`src/rtl/bp_pkg.sv`:
```
// Shared definitions for the branch-prediction update queue.
//   IDX_W      : bimodal predictor table index width (32-entry table)
//   DEPTH      : default number of in-flight prediction entries
//   bp_entry_t : one queued prediction {table index, predicted taken}
package bp_pkg;

    localparam int unsigned IDX_W = 5;
    localparam int unsigned DEPTH = 8;

    typedef struct packed {
        logic [IDX_W-1:0] idx;
        logic             pred;
    } bp_entry_t;

endpackage

```
`src/rtl/bp_update_queue_if.sv`:
```
// Bundle of fetch-side, resolve-side and predictor-update signals of bp_update_queue.
//   fetch   : push1/idx1/pred1, push2/idx2/pred2 (slot 2 younger), full (back-pressure)
//   resolve : res_valid, res_taken, flush
//   update  : upd_we, upd_addr, upd_taken, mispredict (registered, one-cycle)
//   status  : count (occupied entries), underflow (sticky)
// master = core side driving fetch/resolve, slave = the queue.
interface bp_update_queue_if #(
    parameter int unsigned DEPTH = 8,
    parameter int unsigned IDX_W = 5
);
    localparam int unsigned CNT_W = $clog2(DEPTH) + 1;

    logic             push1;
    logic [IDX_W-1:0] idx1;
    logic             pred1;
    logic             push2;
    logic [IDX_W-1:0] idx2;
    logic             pred2;
    logic             full;
    logic             res_valid;
    logic             res_taken;
    logic             flush;
    logic             upd_we;
    logic [IDX_W-1:0] upd_addr;
    logic             upd_taken;
    logic             mispredict;
    logic [CNT_W-1:0] count;
    logic             underflow;

    modport master (
        output push1, idx1, pred1, push2, idx2, pred2, res_valid, res_taken, flush,
        input  full, upd_we, upd_addr, upd_taken, mispredict, count, underflow
    );

    modport slave (
        input  push1, idx1, pred1, push2, idx2, pred2, res_valid, res_taken, flush,
        output full, upd_we, upd_addr, upd_taken, mispredict, count, underflow
    );

endinterface

```
`src/rtl/bp_fifo_2w1r.sv`:
```
// Circular buffer of predictions: up to two writes and one read per cycle.
//   clk, rst_n     : clock, asynchronous active-low reset
//   push1, wdata1  : enqueue older entry
//   push2, wdata2  : enqueue younger entry (alone if push1 is low)
//   pop            : drop the head entry (ignored when empty)
//   flush          : empty the buffer; same-cycle pushes are discarded
//   head_entry     : oldest entry (combinational read)
//   count          : occupied entries
//   full           : fewer than two free entries; pushes are then ignored
module bp_fifo_2w1r #(
    parameter int unsigned DEPTH = bp_pkg::DEPTH
) (
    input  logic                     clk,
    input  logic                     rst_n,
    input  logic                     push1,
    input  bp_pkg::bp_entry_t        wdata1,
    input  logic                     push2,
    input  bp_pkg::bp_entry_t        wdata2,
    input  logic                     pop,
    input  logic                     flush,
    output bp_pkg::bp_entry_t        head_entry,
    output logic [$clog2(DEPTH):0]   count,
    output logic                     full
);
    import bp_pkg::*;

    localparam int unsigned PTR_W = $clog2(DEPTH);
    localparam int unsigned CNT_W = PTR_W + 1;

    bp_entry_t        mem [DEPTH];
    logic [PTR_W-1:0] head_q, head_d;
    logic [PTR_W-1:0] tail_q, tail_d;
    logic [CNT_W-1:0] count_q, count_d;
    logic             push_ok;
    logic             pop_ok;
    logic [CNT_W-1:0] n_push;

    // Conservative: a same-cycle pop does not free room for a push.
    assign full       = count_q > CNT_W'(DEPTH - 2);
    assign count      = count_q;
    assign head_entry = mem[head_q];

    assign push_ok = !full && !flush;
    assign pop_ok  = pop && (count_q != '0);
    assign n_push  = push_ok ? (CNT_W'(push1) + CNT_W'(push2)) : '0;

    always_comb begin
        head_d  = head_q;
        tail_d  = tail_q;
        count_d = count_q;
        if (flush) begin
            head_d  = '0;
            tail_d  = '0;
            count_d = '0;
        end else begin
            if (pop_ok) begin
                head_d = head_q + PTR_W'(1);
            end
            tail_d  = tail_q + PTR_W'(n_push);
            count_d = count_q + n_push - CNT_W'(pop_ok);
        end
    end

    always_ff @(posedge clk or negedge rst_n) begin
        if (!rst_n) begin
            head_q  <= '0;
            tail_q  <= '0;
            count_q <= '0;
        end else begin
            head_q  <= head_d;
            tail_q  <= tail_d;
            count_q <= count_d;
        end
    end

    // Storage is not reset. A lone push2 takes the slot push1 would have used.
    always_ff @(posedge clk) begin
        if (push_ok && (push1 || push2)) begin
            mem[tail_q] <= push1 ? wdata1 : wdata2;
        end
        if (push_ok && push1 && push2) begin
            mem[tail_q + PTR_W'(1)] <= wdata2;
        end
    end

endmodule

```
`src/rtl/bp_update_queue.sv`:
```
// In-flight branch prediction queue producing bimodal predictor training writes.
//   clk, rst_n : clock, asynchronous active-low reset
//   bus        : bp_update_queue_if.slave
//                fetch pushes (two slots), full back-pressure,
//                in-order resolve, flush, registered update/mispredict,
//                count and sticky underflow
module bp_update_queue #(
    parameter int unsigned DEPTH = bp_pkg::DEPTH,
    parameter int unsigned IDX_W = bp_pkg::IDX_W
) (
    input logic              clk,
    input logic              rst_n,
    bp_update_queue_if.slave bus
);
    import bp_pkg::*;

    bp_entry_t              wdata1;
    bp_entry_t              wdata2;
    bp_entry_t              head_entry;
    logic [$clog2(DEPTH):0] count;
    logic                   full;
    logic                   res_fire;

    logic                   upd_we_q;
    logic [IDX_W-1:0]       upd_addr_q;
    logic                   upd_taken_q;
    logic                   mispredict_q;
    logic                   underflow_q;

    assign wdata1   = '{idx: bus.idx1, pred: bus.pred1};
    assign wdata2   = '{idx: bus.idx2, pred: bus.pred2};
    assign res_fire = bus.res_valid && (count != '0);

    bp_fifo_2w1r #(
        .DEPTH (DEPTH)
    ) u_fifo (
        .clk        (clk),
        .rst_n      (rst_n),
        .push1      (bus.push1),
        .wdata1     (wdata1),
        .push2      (bus.push2),
        .wdata2     (wdata2),
        .pop        (res_fire),
        .flush      (bus.flush),
        .head_entry (head_entry),
        .count      (count),
        .full       (full)
    );

    // The head is read before the flush takes effect, so a resolve coinciding
    // with a flush still trains the predictor.
    always_ff @(posedge clk or negedge rst_n) begin
        if (!rst_n) begin
            upd_we_q     <= 1'b0;
            upd_addr_q   <= '0;
            upd_taken_q  <= 1'b0;
            mispredict_q <= 1'b0;
            underflow_q  <= 1'b0;
        end else begin
            upd_we_q     <= res_fire;
            mispredict_q <= res_fire && (head_entry.pred != bus.res_taken);
            if (res_fire) begin
                upd_addr_q  <= head_entry.idx;
                upd_taken_q <= bus.res_taken;
            end
            if (bus.res_valid && (count == '0)) begin
                underflow_q <= 1'b1;
            end
        end
    end

    assign bus.full       = full;
    assign bus.count      = count;
    assign bus.upd_we     = upd_we_q;
    assign bus.upd_addr   = upd_addr_q;
    assign bus.upd_taken  = upd_taken_q;
    assign bus.mispredict = mispredict_q;
    assign bus.underflow  = underflow_q;

endmodule
```
`src/flat_wrapper.sv`:
```
// flat-port wrapper written by rule: the top's interface ports become plain ports
module bp_update_queue_flat import bp_pkg::*;
#(
    parameter int unsigned DEPTH = bp_pkg::DEPTH,
    parameter int unsigned IDX_W = bp_pkg::IDX_W
)
  (clk, rst_n, bus_push1, bus_idx1, bus_pred1, bus_push2, bus_idx2, bus_pred2, bus_res_valid, bus_res_taken, bus_flush, bus_full, bus_upd_we, bus_upd_addr, bus_upd_taken, bus_mispredict, bus_count, bus_underflow);
  bp_update_queue_if #(.DEPTH(DEPTH), .IDX_W(IDX_W)) bus_i ();
  input logic clk;
  input logic rst_n;
  input wire logic [$bits(bus_i.push1)-1:0] bus_push1;
  input wire logic [$bits(bus_i.idx1)-1:0] bus_idx1;
  input wire logic [$bits(bus_i.pred1)-1:0] bus_pred1;
  input wire logic [$bits(bus_i.push2)-1:0] bus_push2;
  input wire logic [$bits(bus_i.idx2)-1:0] bus_idx2;
  input wire logic [$bits(bus_i.pred2)-1:0] bus_pred2;
  input wire logic [$bits(bus_i.res_valid)-1:0] bus_res_valid;
  input wire logic [$bits(bus_i.res_taken)-1:0] bus_res_taken;
  input wire logic [$bits(bus_i.flush)-1:0] bus_flush;
  output wire logic [$bits(bus_i.full)-1:0] bus_full;
  output wire logic [$bits(bus_i.upd_we)-1:0] bus_upd_we;
  output wire logic [$bits(bus_i.upd_addr)-1:0] bus_upd_addr;
  output wire logic [$bits(bus_i.upd_taken)-1:0] bus_upd_taken;
  output wire logic [$bits(bus_i.mispredict)-1:0] bus_mispredict;
  output wire logic [$bits(bus_i.count)-1:0] bus_count;
  output wire logic [$bits(bus_i.underflow)-1:0] bus_underflow;
  assign bus_i.push1 = bus_push1;
  assign bus_i.idx1 = bus_idx1;
  assign bus_i.pred1 = bus_pred1;
  assign bus_i.push2 = bus_push2;
  assign bus_i.idx2 = bus_idx2;
  assign bus_i.pred2 = bus_pred2;
  assign bus_i.res_valid = bus_res_valid;
  assign bus_i.res_taken = bus_res_taken;
  assign bus_i.flush = bus_flush;
  assign bus_full = bus_i.full;
  assign bus_upd_we = bus_i.upd_we;
  assign bus_upd_addr = bus_i.upd_addr;
  assign bus_upd_taken = bus_i.upd_taken;
  assign bus_mispredict = bus_i.mispredict;
  assign bus_count = bus_i.count;
  assign bus_underflow = bus_i.underflow;
  bp_update_queue #(.DEPTH(DEPTH), .IDX_W(IDX_W)) u_core (.clk(clk), .rst_n(rst_n), .bus(bus_i));
endmodule
```
`config.mk`:
```
export PLATFORM = sky130hd
export DESIGN_NAME = bp_update_queue_flat
export DESIGN_NICKNAME = d
export VERILOG_FILES = /design/src/rtl/bp_pkg.sv /design/src/rtl/bp_update_queue_if.sv /design/src/rtl/bp_fifo_2w1r.sv /design/src/rtl/bp_update_queue.sv /design/src/flat_wrapper.sv
export SDC_FILE = /design/constraint.sdc
export NUM_CORES = 1
export LEC_CHECK = 0
export ABC_AREA = 1
export BUFFER_PORTS_ARGS = -buffer_cell sky130_fd_sc_hd__buf_2
export CAP_MARGIN = 20
export CORE_MARGIN = 4
export CORE_UTILIZATION = 54
export CTS_CLUSTER_SIZE = 25
export DETAILED_ROUTE_END_ITERATION = 6
export GPL_TIMING_DRIVEN = 0
export PLACE_DENSITY = 0.86
export SYNTH_ARGS = -nofsm -noshare
export SYNTH_HDL_FRONTEND = slang
export SYNTH_SLANG_ARGS = --single-unit
```
`constraint.sdc`:
```
create_clock -name clk -period 2.2 [get_ports clk]
set_clock_uncertainty 0.1 [all_clocks]
set_input_delay 0.55 -clock clk [delete_from_list [all_inputs] [get_ports clk]]
set_output_delay 0.55 -clock clk [all_outputs]
set_load 0.05 [all_outputs]
```
==> impl_metrics.ini <==
[status]
status = finished with violations
violations = setup timing

[logic_synthesis]
yosysTopAreaCell = edfxtp_1
synth_area_per_cell_um2 = 8.25
synth_edf_count = 48
synth_cells = 476
ys.flop_type = edfxtp_1
synthArstFlopShare_pct = 28.4
yosysTopAreaCellShare_pct = 36.7
synthTopCellsByArea = edfxtp_1, nand2_1, dfrtp_1
ys_types = 29
syn-num-nets = 509
ys_seq_area_share_pct = 48.8
yosysWarnings = 0
synth_area_mm2 = 0.00393
synth-seq-cells = 67

[power_and_ir_drop]
pwr-share-comb_pct = 45.9
power.density_mw_per_mm2 = 983
p_int_mw = 2.82
swShare_pct = 43.6
p_seq_share_pct = 33.2
ir_drop_v = 0.000755
leakagePower_nw = 2.19
switchingPower_mw = 2.18
clkPwrFrac_pct = 21.0
p_total_mw = 4.99

[global_route]
grt_pass1_wl_um = 15400
first_global_vias = 3269
grt_max_degree = 20
grtUsageTotal_pct = 23.5
overflow = 0
grt_antenna_before_repair = 0

[clock_tree]
clockBufferDepth = 2
cts_sinks = 67
cts_buffers = 9
insertion_delay_ns = 0.36
h-tree-depth = 3
cts_tree = built
root_buffer = clkbuf_8
hold_buffers = 0
clkTransAtPathRegs_ns = 0.08

[cells_and_area]
multi_input_area_mm2 = 0.00215
nets = 562
n_antenna_cell = 0
final_common_cell = nand2_1
fin_util_pct = 73.1
fillers = 423
register_area_mm2 = 0.00192
layout_common_cells = nand2_1, nand3_1, nand2_2
drive_gt1_share_pct = 33.0
syn_to_final_growth_pct = 29.4

[route]
viasPerCell = 6.06
wl_per_cell_um = 19.7
num_vias = 3820
drcViolationCount = 0
dr.first_iter.drc_count = 642
dr.pass1.iters = 5
drtAntennaViolNets = 0
routed_wl_um = 12400

[timing]
setup_viol = 100
layout_setup_ws_ns = -0.349
fin_crit_sh_pct = 116
slew_viol_final = 0
rsz0062_at_grt = yes
slew_headroom_pct = 56.6
period_minus_slack_ns = 2.55
max_freq_mhz = 392
max_slew.worst_pin.slew_ns = 0.650
tns_ns = -18.78
final_hold_viol_count = 0
hold_ws_ns = 0.0212

[worst_hold_path]
hold_class = primary input to asynchronous set/reset pin

[critical_path]
end_kind = flip-flop
worst-endpoint-required_ns = 2.19
cp_slowest_cell = dfrtp_2
timing.reg2reg.worst_path_depth = 13
r2r-end = u_core.u_fifo.mem[3][5]$_DFFE_PP_
critPathKind = flip-flop to flip-flop
r2r_slack_ns = -0.35
crit_arrival_ns = 2.54
start_kind = flip-flop
cp_max_fo = 7
r2r-start = u_core.u_fifo.count[2]$_DFF_PN0_
slowest_delay_ns = 0.45
crit_chain = ha_4 > nand2_2 > inv_2 > o21ai_2 > nand2_2 > buf_4 > buf_6 > buf_6 > nor2_4 > buf_12 > nand2_8 > nand2_1 > nand2_1

[floorplan]
die_w_um = 93.3
initial_core_util_pct = 56.5
coreArea_mm2 = 0.00694
die_h_um = 93.3
io_pins = 33
rows = 30
die_area_mm2 = 0.00870

[placed_design]
portBuffers = 26
gp_congestion = 0.894
place_hpwl_um = 6980

[flow_run]
cap_violations = 0
logic make-up (layout without fill, tap and decap cells):
family                     after synthesis  in the layout  synth area share (%)
AOI/OAI and AO/OA                       41             41                  6.15
xor gates and xnor gates                 2              2                 0.638
adders and majority gates               14             14                  4.85
buffers and inverters                   62            120                  7.65
DFF                                     67             67                  48.8
and+or+nand+nor                        290            290                  31.9
state kept, by name (all words and copies together), names as in the netlist, 3 cells and up:
signal / flops
u_core.u_fifo.count: 4
u_core.u_fifo.head_q: 3
u_core.u_fifo.tail_q: 3
u_core.u_fifo.mem: 48
u_core.bus.upd_addr: 5
stage by stage:
| stage | instance area, µm² | std cells | setup slack, ns |
|---|---|---|---|
| finish | 5080 | 630 | -0.349 |
| global route | 5080 | 630 | -0.358 |
| CTS | 4520 | 618 | -0.174 |
| detailed placement | 4190 | 598 | -0.410 |
| global placement | 4190 | 598 | -0.334 |
| floorplan | 3940 | 476 | -0.264 |
final cells by class:
type,instances,area share [%]
flip-flops and latches,67,37.8
multi-input cells,347,42.4
repair buffers,43,7.22
well taps,96,2.37
inverters,40,3.01
plain buffers,21,3.13
clock inverters,4,0.591
clock buffers,12,3.50
layer usage:
layer,GRT usage [%],vias to the layer above,routed length (µm)
li1,-,1678,-
met1,29.9,1753,4530
met2,38.4,302,5820
met3,4.26,87,1330
met4,11.8,0,697
met5,0,-,0
power by group through the flow:
stage | Sequential [mW] | Combinational, mW | Clock (mW)
floorplan | 1.99 | 1.02 | 0
global placement | 1.66 | 1.73 | 0
detailed placement | 1.67 | 1.79 | 0
CTS | 1.65 | 1.91 | 1.03
global route | 1.67 | 2.45 | 1.10
finish | 1.66 | 2.29 | 1.05
worst max-delay path: cells and delay by family, from the launching register on:
kind,cells,cell delay (ns)
simple gates,6,0.75
fa+ha+maj,1,0.18
buf+inv,5,0.62
compound gates,1,0.16
flops,1,0.45
worst max path at each step:
stage,startpoint,end
final,u_core.u_fifo.count[2]$_DFF_PN0_,u_core.u_fifo.mem[3][5]$_DFFE_PP_
after global routing,u_core.u_fifo.count[2]$_DFF_PN0_,u_core.u_fifo.mem[3][5]$_DFFE_PP_
after CTS,u_core.u_fifo.count[2]$_DFF_PN0_,u_core.u_fifo.count[3]$_DFF_PN0_
after detailed placement,bus_push1,u_core.u_fifo.count[1]$_DFF_PN0_
after global placement,bus_push1,u_core.u_fifo.count[1]$_DFF_PN0_
after floorplan,u_core.u_fifo.count[3]$_DFF_PN0_,u_core.u_fifo.count[1]$_DFF_PN0_
cell usage after synthesis, types with 3 or more instances:
cell type  instances
inv_1             38
nor2_2             4
nand2_1          155
o211ai_1          10
dfrtp_1           19
nand3_1           69
a21oi_1            3
nor2_4             5
clkbuf_1           8
buf_6              3
nor2_1            45
o21ai_0           23
nand2_2           11
edfxtp_1          48
buf_2              7
ha_1              12
what timing repair did:
item,4_1_cts,5_1_grt
endpoints found under the setup margin,52,100
resized for setup,22,99
pin swaps,2,29
cloned,0,5
buffers inserted,4,9
Note: power is estimated with default switching activity, not from simulation.
